File: src/rtl/mc_pkg.sv
// Shared encodings for the multicycle control unit: opcodes, ALU operation
// codes, mux-select encodings and the FSM state type.
package mc_pkg;

  localparam int STATE_W = 4;
  // Constant the datapath places on ALU B when ALUSrcB selects the PC increment.
  localparam int PC_INC  = 4;

  // Instruction opcodes (IR[31:28]); 10..15 are illegal.
  localparam logic [3:0] OP_AND  = 4'd0;
  localparam logic [3:0] OP_ADD  = 4'd1;
  localparam logic [3:0] OP_SUB  = 4'd2;
  localparam logic [3:0] OP_ADDI = 4'd3;
  localparam logic [3:0] OP_LW   = 4'd4;
  localparam logic [3:0] OP_SW   = 4'd5;
  localparam logic [3:0] OP_BEQ  = 4'd6;
  localparam logic [3:0] OP_BNE  = 4'd7;
  localparam logic [3:0] OP_BLT  = 4'd8;
  localparam logic [3:0] OP_J    = 4'd9;

  // ALU operations; 2'b11 is never driven.
  localparam logic [1:0] ALU_AND = 2'b00;
  localparam logic [1:0] ALU_ADD = 2'b01;
  localparam logic [1:0] ALU_SUB = 2'b10;

  // ALU B operand selects.
  localparam logic [1:0] SRCB_REGB   = 2'b00;
  localparam logic [1:0] SRCB_INC    = 2'b01;
  localparam logic [1:0] SRCB_IMM    = 2'b10;
  localparam logic [1:0] SRCB_IMM_SH = 2'b11;

  // PC source selects.
  localparam logic [1:0] PCSRC_ALU    = 2'b00;
  localparam logic [1:0] PCSRC_ALUOUT = 2'b01;
  localparam logic [1:0] PCSRC_JUMP   = 2'b10;

  typedef enum logic [STATE_W-1:0] {
    S_FETCH  = 4'd0,
    S_DECODE = 4'd1,
    S_EXEC_R = 4'd2,
    S_EXEC_I = 4'd3,
    S_ADDR   = 4'd4,
    S_MEM_RD = 4'd5,
    S_MEM_WR = 4'd6,
    S_WB_ALU = 4'd7,
    S_WB_MEM = 4'd8,
    S_BRANCH = 4'd9,
    S_JUMP   = 4'd10,
    S_FAULT  = 4'd11
  } state_e;

  // ALU operation for the three R-type opcodes; anything else falls back to AND.
  function automatic logic [1:0] r_type_aluop(input logic [3:0] op);
    logic [1:0] aop;
    aop = ALU_AND;
    case (op)
      OP_ADD:  aop = ALU_ADD;
      OP_SUB:  aop = ALU_SUB;
      default: aop = ALU_AND;
    endcase
    return aop;
  endfunction

endpackage

File: src/rtl/branch_cond_eval.sv
// Branch resolution from the ALU flags of the compare (SUB) cycle.
// Carry is deliberately not an input: no branch depends on it.
module branch_cond_eval
  import mc_pkg::*;
(
  input  logic [3:0] opcode,
  input  logic       zero,
  input  logic       negative,
  input  logic       overflow,
  output logic       take
);

  // BEQ on equal, BNE on not-equal, BLT on signed less-than (N xor V).
  always_comb begin
    take = 1'b0;
    case (opcode)
      OP_BEQ:  take = zero;
      OP_BNE:  take = ~zero;
      OP_BLT:  take = negative ^ overflow;
      default: take = 1'b0;
    endcase
  end

endmodule

File: src/rtl/multicycle_control_unit.sv
// Multicycle control FSM: fetch / decode / execute / memory / writeback.
// Memory handshake: mem_req (with exactly one of MemRead/MemWrite) is raised
// in a memory state and held, unchanged, until the cycle in which mem_ready
// is sampled high; that cycle completes the transfer and the FSM advances.
// Outputs are decoded from the state register; the only input-dependent
// strobes are the fetch completion (IRWrite/PCWrite on mem_ready) and the
// branch PCWrite (on the flag-derived take).
module multicycle_control_unit
  import mc_pkg::*;
(
  input  logic               clk,
  input  logic               rst_n,
  input  logic [3:0]         opcode,
  input  logic               zero,
  input  logic               negative,
  input  logic               carry,
  input  logic               overflow,
  input  logic               mem_ready,
  output logic               mem_req,
  output logic               MemRead,
  output logic               MemWrite,
  output logic               IorD,
  output logic               IRWrite,
  output logic               PCWrite,
  output logic [1:0]         PCSrc,
  output logic [1:0]         ALUop,
  output logic               ALUSrcA,
  output logic [1:0]         ALUSrcB,
  output logic               RegWrite,
  output logic               MemtoReg,
  output logic [3:0]         flags_q,
  output logic               illegal_op,
  output logic [STATE_W-1:0] state_dbg
);

  state_e     r_state;
  state_e     w_next;
  logic [3:0] r_flags;
  logic       r_illegal_op;
  logic       w_take;

  branch_cond_eval u_branch_cond_eval (
    .opcode   (opcode),
    .zero     (zero),
    .negative (negative),
    .overflow (overflow),
    .take     (w_take)
  );

  // Next-state selection; memory states wait on mem_ready, FAULT is absorbing.
  always_comb begin
    w_next = r_state;
    case (r_state)
      S_FETCH:  if (mem_ready) w_next = S_DECODE;
      S_DECODE: begin
        case (opcode)
          OP_AND, OP_ADD, OP_SUB: w_next = S_EXEC_R;
          OP_ADDI:                w_next = S_EXEC_I;
          OP_LW, OP_SW:           w_next = S_ADDR;
          OP_BEQ, OP_BNE, OP_BLT: w_next = S_BRANCH;
          OP_J:                   w_next = S_JUMP;
          default:                w_next = S_FAULT;
        endcase
      end
      S_EXEC_R: w_next = S_WB_ALU;
      S_EXEC_I: w_next = S_WB_ALU;
      S_ADDR:   w_next = (opcode == OP_SW) ? S_MEM_WR : S_MEM_RD;
      S_MEM_RD: if (mem_ready) w_next = S_WB_MEM;
      S_MEM_WR: if (mem_ready) w_next = S_FETCH;
      S_WB_ALU: w_next = S_FETCH;
      S_WB_MEM: w_next = S_FETCH;
      S_BRANCH: w_next = S_FETCH;
      S_JUMP:   w_next = S_FETCH;
      S_FAULT:  w_next = S_FAULT;
      default:  w_next = S_FETCH;
    endcase
  end

  // State, R-type flag capture and the sticky illegal-opcode indicator.
  always_ff @(posedge clk or negedge rst_n) begin
    if (!rst_n) begin
      r_state      <= S_FETCH;
      r_flags      <= 4'b0000;
      r_illegal_op <= 1'b0;
    end else begin
      r_state <= w_next;
      if (r_state == S_EXEC_R) begin
        r_flags <= {negative, zero, carry, overflow};
      end
      if (w_next == S_FAULT) begin
        r_illegal_op <= 1'b1;
      end
    end
  end

  // Datapath control decode; everything is held at 0 while reset is asserted
  // so an abandoned instruction can never leave a partial write behind.
  always_comb begin
    mem_req  = 1'b0;
    MemRead  = 1'b0;
    MemWrite = 1'b0;
    IorD     = 1'b0;
    IRWrite  = 1'b0;
    PCWrite  = 1'b0;
    PCSrc    = PCSRC_ALU;
    ALUop    = ALU_AND;
    ALUSrcA  = 1'b0;
    ALUSrcB  = SRCB_REGB;
    RegWrite = 1'b0;
    MemtoReg = 1'b0;
    if (rst_n) begin
      case (r_state)
        S_FETCH: begin
          mem_req = 1'b1;
          MemRead = 1'b1;
          ALUSrcB = SRCB_INC;
          ALUop   = ALU_ADD;
          IRWrite = mem_ready;
          PCWrite = mem_ready;
          PCSrc   = PCSRC_ALU;
        end
        S_DECODE: begin
          ALUSrcB = SRCB_IMM_SH;
          ALUop   = ALU_ADD;
        end
        S_EXEC_R: begin
          ALUSrcA = 1'b1;
          ALUSrcB = SRCB_REGB;
          ALUop   = r_type_aluop(opcode);
        end
        S_EXEC_I, S_ADDR: begin
          ALUSrcA = 1'b1;
          ALUSrcB = SRCB_IMM;
          ALUop   = ALU_ADD;
        end
        S_MEM_RD: begin
          mem_req = 1'b1;
          MemRead = 1'b1;
          IorD    = 1'b1;
        end
        S_MEM_WR: begin
          mem_req  = 1'b1;
          MemWrite = 1'b1;
          IorD     = 1'b1;
        end
        S_WB_ALU: begin
          RegWrite = 1'b1;
        end
        S_WB_MEM: begin
          RegWrite = 1'b1;
          MemtoReg = 1'b1;
        end
        S_BRANCH: begin
          ALUSrcA = 1'b1;
          ALUSrcB = SRCB_REGB;
          ALUop   = ALU_SUB;
          PCWrite = w_take;
          PCSrc   = PCSRC_ALUOUT;
        end
        S_JUMP: begin
          PCWrite = 1'b1;
          PCSrc   = PCSRC_JUMP;
        end
        default: begin
          // FAULT and unused encodings drive nothing.
        end
      endcase
    end
  end

  assign flags_q    = r_flags;
  assign illegal_op = r_illegal_op;
  assign state_dbg  = r_state;

endmodule

File: config.mk
export PLATFORM = sky130hd
export DESIGN_NAME = multicycle_control_unit
export DESIGN_NICKNAME = d
export VERILOG_FILES = /design/src/rtl/mc_pkg.sv /design/src/rtl/branch_cond_eval.sv /design/src/rtl/multicycle_control_unit.sv
export SDC_FILE = /design/constraint.sdc
export NUM_CORES = 1
export LEC_CHECK = 0
export BUFFER_PORTS_ARGS = -buffer_cell sky130_fd_sc_hd__buf_2
export CORE_MARGIN = 4
export CORE_UTILIZATION = 36
export DETAILED_ROUTE_END_ITERATION = 10
export PLACE_DENSITY = 0.74
export RECOVER_POWER = 50
export SLEW_MARGIN = 0
export SYNTH_ARGS = -nofsm -noshare
export SYNTH_HDL_FRONTEND = slang
export SYNTH_HIERARCHICAL = 1
export SYNTH_SLANG_ARGS = --single-unit
File: constraint.sdc
create_clock -name clk -period 1.8 [get_ports clk]
set_clock_uncertainty 0.05 [all_clocks]
set_input_delay 0.27 -clock clk [delete_from_list [all_inputs] [get_ports clk]]
set_output_delay 0.27 -clock clk [all_outputs]
set_load 0.01 [all_outputs]
==> reports/results.ini <==
[outcome]
outcome = completed

[yosys]
synth-seq-area-share_pct = 28.3
yosysMostFrequentCell = dfrtp_1
yosysWarnings = 6
syn_area_per_cell_um2 = 8.76
synth.distinct_cells = 39
postSynthCellCount = 91
synth-edff-count = 0
synthFlopType = dfrtp_1
synth_top_area_share_pct = 28.3
netlist_area_um2 = 797
synth_seq_cells = 9
synth_nets = 102
ys_async_sr_fraction_pct = 100
synth_top_area_cell = dfrtp_1
synth_common_cells = 9 x dfrtp_1, 8 x nor2_1, 6 x nand2_1
synth_area_leaders = dfrtp_1 28%, mux2_2 7.1%, nor2_1 3.8%

[worst_setup_path]
cp_top_family = simple AND/OR/NAND/NOR gates
path_common_cell = buf_6
path_max_fanout = 5
path_buf_inv = 2
cp.required_ns = 1.48
slowest_delay_ns = 0.42
path_cells = buf_6, nor4b_4, and2_1, or2_2, buf_6
worst_setup_path_start_kind = flip-flop
worstSetupPathType = flip-flop to output pin
critPathSlowestCell = dfrtp_1
worst_ep_arrival_time_ns = 1.46
endpoint_kind = output pin

[flow_run]
drv_cap = 0

[route]
vias = 940
drc = 0
drtIter0Drc = 25
wl_met1_um = 977
dr.pass1.iters = 5
vias_per_cell = 5.34
avgRoutedWirePerCell_um = 14.0
ant_nets = 0
route.met2.wl_mm = 1.24
routed.top_layer = met3
totalWireLength_mm = 2.46
wl_met3_um = 241

[placement]
numPortBuffers = 34
dp_hpwl_mm = 1.78
place_area_mm2 = 0.00109
place_congestion = 0.873

[floorplanning]
initial_core_util_pct = 39.4
die_y_um = 55.1
core_area_mm2 = 0.00202
chipWidth_um = 55.1
io_pins = 35
rows = 16
dieArea_mm2 = 0.00303

[power_and_ir_drop]
p_clk_share_pct = 6.9
p_leak_uw = 0.000603
seqPwrFrac_pct = 18.9
power_switching_uw = 918
intPower_uw = 1200
power_frac_comb_pct = 74.2
switching_share_pct = 43.3
vdd_drop_max_mv = 0.936
p_per_area_mw_per_mm2 = 1620

[cts]
clock_latency_ns = 0.25
cts_htree_levels = 1
clockBufferDepth = 2
cts_tree = built
cts-root-buf = clkbuf_4
numCtsBuffers = 3
clk_pin_slew_ns = 0.06
clock-sinks = 9

[finish]
fill_cells = 178
nets = 161
diodes = 0
finish.instance_area_mm2 = 0.00131
areaGrowthSynthToFinish_pct = 63.9
drive_gt1_share_pct = 55.0

[sta]
grt_setup_unrepaired = yes
final_hold_viol_count = 0
hold_slack_ns = 0.201
min_period_ns = 1.78
fin_crit_sh_pct = 99.2
fmax_mhz = 560
worst_slew_pin_slew_ns = 0.374
relSlewSlack_pct = 74.7
setup_violations = 0
slew_viol_final = 0

[hold_path]
worstHoldPathType = input pin to flip-flop

[global_routing]
grt_usage_pct = 15.9
antenna_found_initial = 0
grt_overflow = 0
grt_max_degree = 11
grt_pass1_vias = 838
grt_pass1_wl_mm = 3.58

final cells by class:
class,count,area [µm²],share of cell area (%)
multi-input cells,75,612,46.8
inverters,3,11.3,0.862
repair buffers,58,394,30.2
well taps,27,33.8,2.59
clock buffers,4,26.3,2.01
flip-flops and latches,9,229,17.5
placed cells by master, fill, tap and decap left out, types with 3 or more instances in the layout:
master and count:
buf_2 26, buf_4 14, clkbuf_1 8, nor2_1 6
dfrtp_1 6, buf_6 6, mux2_2 5, nand2_1 4
inv_1 3, o21ai_0 3, nand4_1 3, and2_1 3
clkbuf_4 3, dfrtp_2 3
repair_timing:
item / in CTS / in global routing
endpoints found under the hold margin: 5 / 0
resized for setup: 8 / 19
pin swaps: 3 / 6
buffers inserted: 2 / 5
cloned: 0 / 0
setup endpoints to repair: 4 / 7
hold buffers: 2 / 0
kinds of logic after synthesis:
kind of cell / count (synthesis) / share of synthesized area (%)
simple gates: 45 / 35.8
compound gates: 20 / 17.6
flops: 9 / 28.3
mux: 7 / 9.58
buf+inv: 7 / 5.49
xor+xnor: 3 / 3.30
metal layers:
metal / up-vias / track usage (%)
met4: 0 / 2.43
met1: 436 / 19.0
met5: - / 0
met3: 0 / 3.49
met2: 52 / 29.3
li1: 452 / -
final timing paths:
check,startpoint,slack (ns),cells after the start,endpoint
setup / recovery,state_dbg[2],0.02,5,PCWrite
hold / removal,carry,0.20,2,flags_q[1]
setup reg to reg,state_dbg[1],0.22,6,illegal_op
hold reg to reg,illegal_op,0.41,1,illegal_op
max in group asynchronous,rst_n,0.73,3,flags_q[1]
min in group asynchronous,rst_n,0.63,2,state_dbg[2]
sequential cells by signal, indices dropped and copies added (netlist names):
| signal | count |
|---|---|
| flags_q | 4 |
| state_dbg | 4 |
| illegal_op | 1 |
worst reg2reg max path: stages, from the launching register on:
cell	delay [ns]
dfrtp_2	0.42
buf_12	0.14
buf_4	0.14
nor4b_4	0.26
o21ai_1	0.14
o22ai_2	0.21
a31o_1	0.16
stage by stage:
stage                     util, %  std cells  total power, µW  setup WS (ns)  setup TNS [ns]
after global placement       53.8        163             1580       -0.00821        -0.00821
after global routing         64.6        176             2270        -0.0470          -0.118
after floorplan                 -         91             1170          0.141               0
final                        64.6        176             2120         0.0152               0
after CTS                    58.4        171             1840        0.00602               0
after detailed placement     53.8        163             1610        -0.0279         -0.0279
power groups by stage:
stage | clock network, µW | logic, µW | registers (µW)
floorplan | 0 | 729 | 437
global placement | 0 | 1170 | 413
finish | 146 | 1570 | 402
detailed placement | 0 | 1190 | 417
CTS | 154 | 1270 | 419
global route | 164 | 1690 | 420
(Power assumes the default switching activity.)
